## config.mk

```make
export PLATFORM = sky130hd
export DESIGN_NAME = udp_fifo_arbiter
export DESIGN_NICKNAME = d
export VERILOG_FILES = /design/src/rtl/udp_arb_pkg.sv /design/src/rtl/rr_pick.sv /design/src/rtl/udp_fifo_arbiter.sv
export SDC_FILE = /design/constraint.sdc
export NUM_CORES = 1
export LEC_CHECK = 0
export BUFFER_PORTS_ARGS = -buffer_cell sky130_fd_sc_hd__buf_2
export CORE_ASPECT_RATIO = 1.4
export CORE_MARGIN = 4
export CORE_UTILIZATION = 44
export CTS_CLUSTER_DIAMETER = 120
export DETAILED_ROUTE_END_ITERATION = 7
export GPL_ROUTABILITY_DRIVEN = 0
export HOLD_SLACK_MARGIN = 0.02
export PLACE_DENSITY = 0.87
export SYNTH_ARGS = -nofsm -noshare
export SYNTH_HDL_FRONTEND = slang
export SYNTH_SLANG_ARGS = --single-unit
export TNS_END_PERCENT = 5
```

## constraint.sdc

```tcl
create_clock -name clk -period 2.1 [get_ports clk]
set_input_delay 0.42 -clock clk [delete_from_list [all_inputs] [get_ports clk]]
set_output_delay 0.42 -clock clk [all_outputs]
set_load 0.01 [all_outputs]
```

## src/rtl/udp_arb_pkg.sv

```systemverilog
// -----------------------------------------------------------------------------
// udp_arb_pkg
// Shared types and default sizing for the UDP detector FIFO drain arbiter.
//   arb_state_t        : drain FSM states (IDLE -> READ -> WAIT -> HOLD)
//   ARB_*_DEF          : default NUM_CH / DATA_W / MAX_BURST for udp_fifo_arbiter
// No ports (package).
// -----------------------------------------------------------------------------
package udp_arb_pkg;

  typedef enum logic [1:0] {
    ARB_IDLE,
    ARB_READ,
    ARB_WAIT,
    ARB_HOLD
  } arb_state_t;

  localparam int ARB_NUM_CH_DEF    = 4;
  localparam int ARB_DATA_W_DEF    = 32;
  localparam int ARB_MAX_BURST_DEF = 16;

endpackage

```

## src/rtl/rr_pick.sv

```systemverilog
// -----------------------------------------------------------------------------
// rr_pick
// Combinational round-robin priority picker: returns the first requesting
// channel at or after ptr, wrapping NUM_CH-1 -> 0.
// Ports:
//   req      in  [NUM_CH]  per-channel request (FIFO not empty)
//   ptr      in  [ID_W]    highest-priority channel this round
//   grant    out [ID_W]    picked channel (0 when no request)
//   any_req  out 1         at least one request present
// -----------------------------------------------------------------------------
module rr_pick
  import udp_arb_pkg::*;
#(
  parameter  int NUM_CH = ARB_NUM_CH_DEF,
  localparam int ID_W   = $clog2(NUM_CH)
) (
  input  logic [NUM_CH-1:0] req,
  input  logic [ID_W-1:0]   ptr,
  output logic [ID_W-1:0]   grant,
  output logic              any_req
);

  // One extra bit so ptr + offset can be folded back below NUM_CH.
  logic [ID_W:0] cand;

  always_comb begin
    grant   = '0;
    any_req = 1'b0;
    cand    = '0;
    for (int i = 0; i < NUM_CH; i++) begin
      cand = {1'b0, ptr} + (ID_W+1)'(i);
      if (cand >= (ID_W+1)'(NUM_CH)) begin
        cand = cand - (ID_W+1)'(NUM_CH);
      end
      if (!any_req && req[cand[ID_W-1:0]]) begin
        grant   = cand[ID_W-1:0];
        any_req = 1'b1;
      end
    end
  end

endmodule

```

## src/rtl/udp_fifo_arbiter.sv

```systemverilog
// -----------------------------------------------------------------------------
// udp_fifo_arbiter
// Round-robin drain controller for NUM_CH UDP-detector word FIFOs feeding one
// AXI-stream sink. Each word takes READ (strobe) -> WAIT (capture) -> HOLD
// (handshake); a grant drains up to MAX_BURST words before rotating.
// Ports:
//   clk, rst_n        clock, asynchronous active-low reset
//   enable            0: no new grants/words; word in flight still completes
//   ch_empty[NUM_CH]  per-FIFO empty flags
//   ch_data           per-FIFO read data, ch i at [i*DATA_W +: DATA_W]
//   ch_rd_en[NUM_CH]  one-hot read strobe, one cycle per word
//   m_tdata/m_tid/m_tlast/m_tvalid/m_tready  AXI-stream master
// Optional (macro UDP_ARB_STATS_EN):
//   stat_clr          sync clear of all counters, wins over increment
//   stat_words        per-channel handshaked word counts, 32 bits each, wrap
//   stat_stall        HOLD cycles with m_tready=0, saturating
// -----------------------------------------------------------------------------
module udp_fifo_arbiter
  import udp_arb_pkg::*;
#(
  parameter  int NUM_CH    = ARB_NUM_CH_DEF,
  parameter  int DATA_W    = ARB_DATA_W_DEF,
  parameter  int MAX_BURST = ARB_MAX_BURST_DEF,
  localparam int ID_W      = $clog2(NUM_CH)
) (
  input  logic                     clk,
  input  logic                     rst_n,
  input  logic                     enable,
  input  logic [NUM_CH-1:0]        ch_empty,
  input  logic [NUM_CH*DATA_W-1:0] ch_data,
  output logic [NUM_CH-1:0]        ch_rd_en,
  output logic [DATA_W-1:0]        m_tdata,
  output logic [ID_W-1:0]          m_tid,
  output logic                     m_tlast,
  output logic                     m_tvalid,
  input  logic                     m_tready
`ifdef UDP_ARB_STATS_EN
  ,
  input  logic                     stat_clr,
  output logic [NUM_CH*32-1:0]     stat_words,
  output logic [31:0]              stat_stall
`endif
);

  arb_state_t        state;
  logic [ID_W-1:0]   grant;
  logic [ID_W-1:0]   rr_ptr;
  logic [ID_W-1:0]   pick;
  logic              pick_vld;
  logic [NUM_CH-1:0] req;
  logic [7:0]        burst_cnt;

  function automatic logic [ID_W-1:0] next_ch(input logic [ID_W-1:0] g);
    return (g == ID_W'(NUM_CH-1)) ? '0 : g + 1'b1;
  endfunction

  assign req = ~ch_empty;

  rr_pick #(.NUM_CH(NUM_CH)) u_rr_pick (
    .req     (req),
    .ptr     (rr_ptr),
    .grant   (pick),
    .any_req (pick_vld)
  );

  // The strobe is decoded from registered state but gated by the live empty
  // flag, so a FIFO that drained since the grant is never read.
  assign ch_rd_en = (state == ARB_READ && !ch_empty[grant]) ?
                    (NUM_CH'(1) << grant) : '0;

  always_ff @(posedge clk or negedge rst_n) begin
    if (!rst_n) begin
      state     <= ARB_IDLE;
      grant     <= '0;
      rr_ptr    <= '0;
      burst_cnt <= '0;
      m_tdata   <= '0;
      m_tid     <= '0;
      m_tlast   <= 1'b0;
      m_tvalid  <= 1'b0;
    end else begin
      case (state)
        ARB_IDLE: begin
          if (enable && pick_vld) begin
            grant <= pick;
            state <= ARB_READ;
          end
        end
        ARB_READ: begin
          if (ch_empty[grant]) begin
            // Nothing left to read: close the grant without a strobe.
            rr_ptr    <= next_ch(grant);
            burst_cnt <= '0;
            state     <= ARB_IDLE;
          end else begin
            burst_cnt <= burst_cnt + 8'd1;
            state     <= ARB_WAIT;
          end
        end
        ARB_WAIT: begin
          m_tdata  <= ch_data[grant*DATA_W +: DATA_W];
          m_tid    <= grant;
          m_tvalid <= 1'b1;
          // Burst limit, FIFO drained by this read, or enable dropped.
          m_tlast  <= (burst_cnt == 8'(MAX_BURST)) || ch_empty[grant] || !enable;
          state    <= ARB_HOLD;
        end
        ARB_HOLD: begin
          if (m_tready) begin
            m_tvalid <= 1'b0;
            m_tlast  <= 1'b0;
            if (!m_tlast && enable) begin
              state <= ARB_READ;
            end else begin
              rr_ptr    <= next_ch(grant);
              burst_cnt <= '0;
              state     <= ARB_IDLE;
            end
          end
        end
        default: state <= ARB_IDLE;
      endcase
    end
  end

`ifdef UDP_ARB_STATS_EN
  function automatic logic [31:0] sat_inc(input logic [31:0] v);
    return (v == '1) ? v : v + 32'd1;
  endfunction

  always_ff @(posedge clk or negedge rst_n) begin
    if (!rst_n) begin
      stat_words <= '0;
      stat_stall <= '0;
    end else if (stat_clr) begin
      stat_words <= '0;
      stat_stall <= '0;
    end else if (state == ARB_HOLD) begin
      if (m_tready) begin
        stat_words[m_tid*32 +: 32] <= stat_words[m_tid*32 +: 32] + 32'd1;
      end else begin
        stat_stall <= sat_inc(stat_stall);
      end
    end
  end
`endif

endmodule
```

==> impl_metrics.yaml, run 1 <==
detailed_routing:
  ant_nets: 0
  finalWirelength_mm: 8.240
  remaining_drc_errors: 0
  route.detailed.vias_per_inst: 5.338
  dr_vias: 2621
  initialDrtViolationCount: 101
  drt-pass1-iter-count: 4
  drt-wirelength-per-cell_um: 16.78
worst_setup_path:
  crit_type: "flop to output port"
  timing.critical_path.arrival_ns: 1.57
  timing.reg2reg.worst_path_depth: 5
  worst_ep_required_time_ns: 1.68
  path_cells: "mux2_2 > a2bb2o_4 > and2_1 > buf_2"
  timing.critical_path.max_delay_family: "flip-flops"
  critical_path.max_fanout: 5
  critical-path-slowest-cell: "sky130_fd_sc_hd__dfrtp_2"
  timing.critical_path.from: "grant[0]$_DFFE_PN0P_"
  critPathLaunchType: "flop"
  r2r_start: "grant[0]$_DFFE_PN0P_"
  critPathBufInv: 1
  critical-path-max-stage-delay_ns: 0.41
  r2r_end: "rr_ptr[0]$_DFFE_PN0P_"
  endpoint_kind: "output port"
  worst-r2r-setup-slack_ns: 0.18
timing:
  slew_headroom: 0.7341
  drv_slew: 0
  worst-slew-pin-transition_ns: 0.3988
  finalCritPeriodShare: 0.9460
  finalSetupTns_ns: 0
  timing.final.setup_violations: 0
  max_freq_mhz: 503.4
  rsz0062_at_grt: "no"
  final_critical_delay_including_setup_and_external_delays_ns: 1.987
  hold_viol_final: 0
  clock_skew_ns: 0.009516
  final.setup.worst_slack_ns: 0.1134
final_layout:
  final_nets: 539
  syn_to_final_growth_pct: 37.82
  layout-drive-gt1-share: 0.6658
  finish.cell_count_without_fillers: 491
  final_core_util: 0.6274
clock_network:
  cts_made_buffers: 5
  clockBufferDepth: 2
  htree_levels: 2
  ctsRootBufferMaster: "sky130_fd_sc_hd__clkbuf_8"
  tritoncts: "yes"
  cts_num_sinks: 50
  cts.clk_slew.worst_paths_ns: 0.09
  worstSkewPairLatency_ns: 0.30
global_routing:
  grt_overflow: 0
  grt_start_max_net_pins: 23
  antenna_violations_before_repair: 3
  grtUsageTotal: 0.1981
  first_global_vias: 2707
  grt_pass1_wl_mm: 12.81
power_and_ir_drop:
  power.share.combinational: 0.532
  total_switching_power_mw: 1.893
  internal-power_mw: 3.489
  switching_share: 0.3517
  total_power_mw: 5.382
  static_leakage_nw: 2.014
  ir_drop_uv: 636.2
  power.density_cell_area_mw_per_mm2: 1289
  power_frac_clock: 0.150
  p_seq_frac: 0.318
min_path:
  holdPathEnd: "state[0]$_DFFE_PN0P_"
  hold_path_class: "input pin to flop"
  worst_hold_path.num_cells: 3
  worst_hold_startpoint: "enable"
outcome:
  run_status: "complete, no violations"
logic_synthesis:
  syn_area_per_cell_um2: 13.77
  yosys_warnings: 0
  synth.top_cell.area_share: 0.4129
  yosysSeqAreaShare: 0.4129
  post_synth_inst_count: 220
  postSynthNetCount: 362
  synth.largest_area_cell: "sky130_fd_sc_hd__dfrtp_1"
  synth_top_cells_by_area: "sky130_fd_sc_hd__dfrtp_1 41%, sky130_fd_sc_hd__mux4_2 22%, sky130_fd_sc_hd__mux2_2 13%, sky130_fd_sc_hd__ha_1 2.5%, sky130_fd_sc_hd__mux4_1 1.7%"
  yosys_register_bits: 50
  syn-cell-area_mm2: 0.003030
  number_of_library_cell_types_mapped_by_synthesis: 35
place:
  placement.setup.worst_slack_ns: 0.2387
  post-dp-hpwl_mm: 6.861
  post-place-cells: 480
  port-buffer-count: 175
die:
  design.die.area_mm2: 0.008298
  floorplan.core_area_mm2: 0.006656
  num_io_pins: 176
  die_span_x_um: 78.14
  fp-row-count: 35
  die_height_um: 106.2
  initial_utilization: 0.4553
flow_run:
  max_cap_violations: 0
[Yosys cell counts]
master and number:
sky130_fd_sc_hd__a31oi_1 6, sky130_fd_sc_hd__a211o_1 1, sky130_fd_sc_hd__and2_1 5, sky130_fd_sc_hd__nor2_1 7
sky130_fd_sc_hd__ha_1 6, sky130_fd_sc_hd__buf_2 4, sky130_fd_sc_hd__mux4_1 2, sky130_fd_sc_hd__buf_1 3
sky130_fd_sc_hd__mux2_4 2, sky130_fd_sc_hd__inv_1 8, sky130_fd_sc_hd__a21oi_1 6, sky130_fd_sc_hd__nor4b_1 1
sky130_fd_sc_hd__mux4_2 30, sky130_fd_sc_hd__clkbuf_1 6, sky130_fd_sc_hd__o221ai_1 1, sky130_fd_sc_hd__nor3b_1 2
sky130_fd_sc_hd__o21ai_0 7, sky130_fd_sc_hd__nand4_1 1, sky130_fd_sc_hd__a21boi_0 2, sky130_fd_sc_hd__mux2i_1 1
sky130_fd_sc_hd__a22o_1 3, sky130_fd_sc_hd__nand2b_1 2, sky130_fd_sc_hd__or3b_4 1, sky130_fd_sc_hd__xnor2_1 2
sky130_fd_sc_hd__a2bb2o_4 1, sky130_fd_sc_hd__and4_1 1, sky130_fd_sc_hd__nor2b_1 2, sky130_fd_sc_hd__nand3_1 4
sky130_fd_sc_hd__nand3b_1 1, sky130_fd_sc_hd__buf_6 2, sky130_fd_sc_hd__dfrtp_1 50, sky130_fd_sc_hd__a21o_1 2
sky130_fd_sc_hd__and3_1 2, sky130_fd_sc_hd__nand2_1 10, sky130_fd_sc_hd__mux2_2 36
[per-stage QoR]
| stage | hold WS (ns) | instance area [um2] |
|---|---|---|
| after floorplan | 0.1244 | 3030 |
| after global placement | 0.3110 | 4015 |
| after detailed placement | 0.3125 | 4015 |
| after CTS | 0.3662 | 4163 |
| after global routing | 0.3838 | 4177 |
| final | 0.3793 | 4177 |
[logic make-up after synthesis]
family | synth area share
xor gates and xnor gates | 0.005781
muxes | 0.3873
buffers and inverters | 0.03509
DFF | 0.4129
and+or+nand+nor | 0.06937
adders and majority gates | 0.02477
AOI/OAI and AO/OA | 0.06482
[layout by cell type (no fill, tap or decap), types with 2 or more instances in the layout]
cell                        count
sky130_fd_sc_hd__o21ai_0        7
sky130_fd_sc_hd__buf_4          8
sky130_fd_sc_hd__xnor2_1        2
sky130_fd_sc_hd__dfrtp_2        2
sky130_fd_sc_hd__a31oi_1        6
sky130_fd_sc_hd__mux4_2        30
sky130_fd_sc_hd__a21oi_1        6
sky130_fd_sc_hd__a21boi_0       2
sky130_fd_sc_hd__nand2b_1       2
sky130_fd_sc_hd__mux4_1         2
sky130_fd_sc_hd__inv_1          8
sky130_fd_sc_hd__nor2_1         7
sky130_fd_sc_hd__clkbuf_8       5
sky130_fd_sc_hd__bufinv_16      2
sky130_fd_sc_hd__mux2_2        36
sky130_fd_sc_hd__nand3_1        4
sky130_fd_sc_hd__dfrtp_1       48
sky130_fd_sc_hd__and3_1         2
sky130_fd_sc_hd__a21o_1         2
sky130_fd_sc_hd__ha_1           6
sky130_fd_sc_hd__nand2_1       10
sky130_fd_sc_hd__and2_1         5
sky130_fd_sc_hd__mux2_4         2
sky130_fd_sc_hd__buf_2        175
sky130_fd_sc_hd__nor3b_1        2
sky130_fd_sc_hd__a22o_1         3
[registers in the layout (all words and copies together) (netlist names), named ones only]
signal     count
burst_cnt      8
m_tid          2
state          1
grant          2
m_tvalid       1
m_tdata       32
m_tlast        1
rr_ptr         2
[routing by layer]
| layer | global-route usage | vias to the layer above | share of wire |
|---|---|---|---|
| li1 | - | 1199 | - |
| met3 | 0.05847 | 19 | 0.092 |
| met4 | 0.06875 | 4 | 0.020 |
| met1 | 0.2027 | 1283 | 0.34 |
| met5 | 0 | - | 0.0025 |
| met2 | 0.3756 | 116 | 0.55 |
[worst reg2reg max path, cell delays in order, from the launching register on]
cell and delay [ns]:
sky130_fd_sc_hd__dfrtp_2 0.44, sky130_fd_sc_hd__mux2_2 0.26, sky130_fd_sc_hd__a2bb2o_4 0.23, sky130_fd_sc_hd__buf_4 0.18, sky130_fd_sc_hd__or3b_4 0.40, sky130_fd_sc_hd__mux2_4 0.30
[area by class of cell]
cell class,instances,area [um2]
antenna,1,2.502
clock buffer,5,68.82
clock inverter,3,68.82
fill,569,2480
inverter,8,30.03
multi-input combinational,147,1680
sequential,50,1254
tap,92,115.1
timing repair buffer,185,957.2
[what timing repair did]
item | 4_1_cts | 5_1_grt
setup buffers | 0 | 1
endpoints found under the setup margin | 1 | 4
hold endpoints to repair | 11 | 0
pin swaps | 1 | 1
hold buffers | 1 | 0
resized for setup | 0 | 1
[power by group through the flow]
| stage | clock network [mW] | registers, mW | logic [mW] |
|---|---|---|---|
| floorplan | 0 | 1.86 | 1.86 |
| global placement | 0 | 1.71 | 2.78 |
| detailed placement | 0 | 1.73 | 2.89 |
| CTS | 0.833 | 1.71 | 2.89 |
| global route | 0.863 | 1.78 | 3.12 |
| finish | 0.806 | 1.71 | 2.86 |
[worst max-delay path by stage]
| stage | end | slack, ns | cells past startpoint |
|---|---|---|---|
| 2_1_floorplan | ch_rd_en[0] | 0.19 | 5 |
| 3_3_place_gp | ch_rd_en[0] | 0.27 | 5 |
| 3_5_place_dp | ch_rd_en[3] | 0.24 | 5 |
| 4_1_cts | ch_rd_en[3] | 0.005 | 4 |
| 5_1_grt | ch_rd_en[1] | 0.03 | 4 |
| 6_report | ch_rd_en[3] | 0.11 | 4 |
Power figures use the tool's default switching activity.
==> run 2, diff against run 1 <==
--- a/constraint.sdc
+++ b/constraint.sdc
@@ -3,2 +3,2 @@
 set_output_delay 0.42 -clock clk [all_outputs]
-set_load 0.01 [all_outputs]
+set_load 0.1 [all_outputs]
==> run 2 against run 1 <==
  * Sequential share of layout area fell by 0.33 points
  * Final cell count fell by 0.81%
  * Maximum frequency fell by 3.1%
  * Setup slack got worse by 0.063 ns
  * Routed wire length rose by 5.6%
  * Die area did not move
  * Non-clock buffer count fell by 2
  * Final area rose by 1.2%
  * Clock skew fell by 0.0053 ns
  * Largest power group unchanged
==> impl_metrics.yaml, run 2 (same netlist as run 1, synthesis figures left out) <==
detailed_routing:
  routed_met2_length_mm: 4.739
  maxUsedRoutingLayer: "met5"
  route.detailed.vias_per_inst: 5.380
  drt-wirelength-per-cell_um: 17.87
  ant_nets: 0
  drt-pass1-iter-count: 4
  dr_vias: 2620
  initialDrtViolationCount: 87
  routed-wl-met3_um: 668
  finalWirelength_mm: 8.701
  met1Wirelength_mm: 3.134
  remaining_drc_errors: 0
clock_network:
  cts.clk_slew.worst_paths_ns: 0.09
  ctsRootBufferMaster: "sky130_fd_sc_hd__clkbuf_8"
  cts_made_buffers: 5
  post_cts_resize_count: 0
  clockBufferDepth: 2
  cts_setup_buffers: 0
  htree_levels: 2
  worstSkewPairLatency_ns: 0.29
  tritoncts: "yes"
  cts_hold_buffers: 0
  cts_num_sinks: 50
timing:
  timing.final.setup_violations: 0
  rsz0062_at_grt: "yes"
  hold_viol_final: 0
  max_freq_mhz: 488.0
  worst-slew-pin-transition_ns: 0.6085
  final_critical_delay_including_setup_and_external_delays_ns: 2.049
  clock_skew_ns: 0.004212
  finalCritPeriodShare: 0.9758
  fin_hold_ws_ns: 0.1242
  drv_slew: 0
  slew_headroom: 0.5943
worst_setup_path:
  worst_ep_required_time_ns: 1.68
  critical_path.max_fanout: 6
  crit_type: "flop to output port"
  timing.critical_path.arrival_ns: 1.63
  endpoint_kind: "output port"
  critPathLaunchType: "flop"
die:
  die_height_um: 106.2
  design.die.area_mm2: 0.008298
  initial_utilization: 0.4553
  num_io_pins: 176
  floorplan.core_area_mm2: 0.006656
  fp-row-count: 35
  die_span_x_um: 78.14
final_layout:
  syn_to_final_growth_pct: 39.51
  antenna-diode-count: 0
  layout_commonest_cell: "sky130_fd_sc_hd__buf_2"
  reg_top3: "m_tdata (32), burst_cnt (8)"
  most_flop_heavy_register: "m_tdata"
  final_core_util: 0.6352
  final_nets: 537
  layout-drive-gt1-share: 0.6835
  layout.filler_cells: 534
  final_cell_mix: "171 x sky130_fd_sc_hd__buf_2, 47 x sky130_fd_sc_hd__dfrtp_1, 35 x sky130_fd_sc_hd__mux2_2, 30 x sky130_fd_sc_hd__mux4_2, 10 x sky130_fd_sc_hd__nand2_1"
  largest_reg_flops: 32
  finish.cell_count_without_fillers: 487
global_routing:
  grt_start_max_net_pins: 28
  first_global_vias: 2813
  grt_overflow: 0
  antenna_violations_before_repair: 2
  grt_pass1_wl_mm: 13.70
  grtUsageTotal: 0.2098
place:
  post-dp-hpwl_mm: 7.060
  port-buffer-count: 175
  post-place-cells: 480
min_path:
  hold_path_class: "input pin to asynchronous set/reset pin"
outcome:
  run_status: "complete, no violations"
power_and_ir_drop:
  total_power_mw: 7.962
  power.density_cell_area_mw_per_mm2: 1883
  static_leakage_nw: 2.020
  ir_drop_uv: 896.8
flow_run:
  max_cap_violations: 0
## run 2: cell types whose count changed in the layout (fill, tap and decap cells not counted), moves of 2 or more
cell	change
sky130_fd_sc_hd__and2_1	-4
sky130_fd_sc_hd__and2_4	+4
sky130_fd_sc_hd__buf_12	+5
sky130_fd_sc_hd__buf_2	-4
sky130_fd_sc_hd__buf_4	-2
## run 2: final cells by class
class	count	area, um2	area share
timing repair buffer	183	1012	0.2394
multi-input combinational	147	1703	0.4028
clock inverter	1	30.03	0.007103
tap	92	115.1	0.02723
sequential	50	1255	0.2968
clock buffer	6	82.58	0.01953
inverter	8	30.03	0.007103
## run 2: power breakdown
part / leakage (nW) / switching (mW) / total, mW / internal, mW
combinational: 1.36 / 3.86 / 5.53 / 1.67
clock: 0.0573 / 0.312 / 0.694 / 0.382
sequential: 0.602 / 0.319 / 1.74 / 1.42
## run 2: layer usage
| metal | vias up | global-route usage |
|---|---|---|
| met2 | 124 | 0.3983 |
| met5 | - | 0 |
| met1 | 1282 | 0.2313 |
| met4 | 4 | 0.05000 |
| li1 | 1193 | - |
| met3 | 17 | 0.05169 |
## run 2: critical path, stage by stage (launching register included)
cell and delay (ns):
sky130_fd_sc_hd__dfrtp_2 0.45, sky130_fd_sc_hd__mux2_4 0.32, sky130_fd_sc_hd__a2bb2o_4 0.24, sky130_fd_sc_hd__and2_4 0.16
sky130_fd_sc_hd__buf_12 0.17
## run 2: path summary, 6_finish.rpt
check / to / from / cells past startpoint / slack (ns)
setup / recovery: ch_rd_en[2] / grant[0]$_DFFE_PN0P_ / 4 / 0.05
max in group asynchronous: grant[1]$_DFFE_PN0P_ / rst_n / 2 / 1.41
setup reg to reg: m_tdata[22]$_DFFE_PN0P_ / grant[0]$_DFFE_PN0P_ / 3 / 0.27
hold / removal: m_tvalid$_DFFE_PN0P_ / rst_n / 1 / 0.12
hold reg to reg: m_tvalid$_DFFE_PN0P_ / m_tvalid$_DFFE_PN0P_ / 1 / 0.48
min in group clk: state[0]$_DFFE_PN0P_ / enable / 3 / 0.37
## run 2: through the flow
step / setup TNS (ns) / setup slack [ns] / area, um2
finish: 0 / 0.05079 / 4228
global route: -0.006617 / -0.006617 / 4228
CTS: 0 / 0.0006578 / 4205
detailed placement: 0 / 0.2524 / 4093
global placement: 0 / 0.2795 / 4093
floorplan: -0.5025 / -0.1256 / 3035
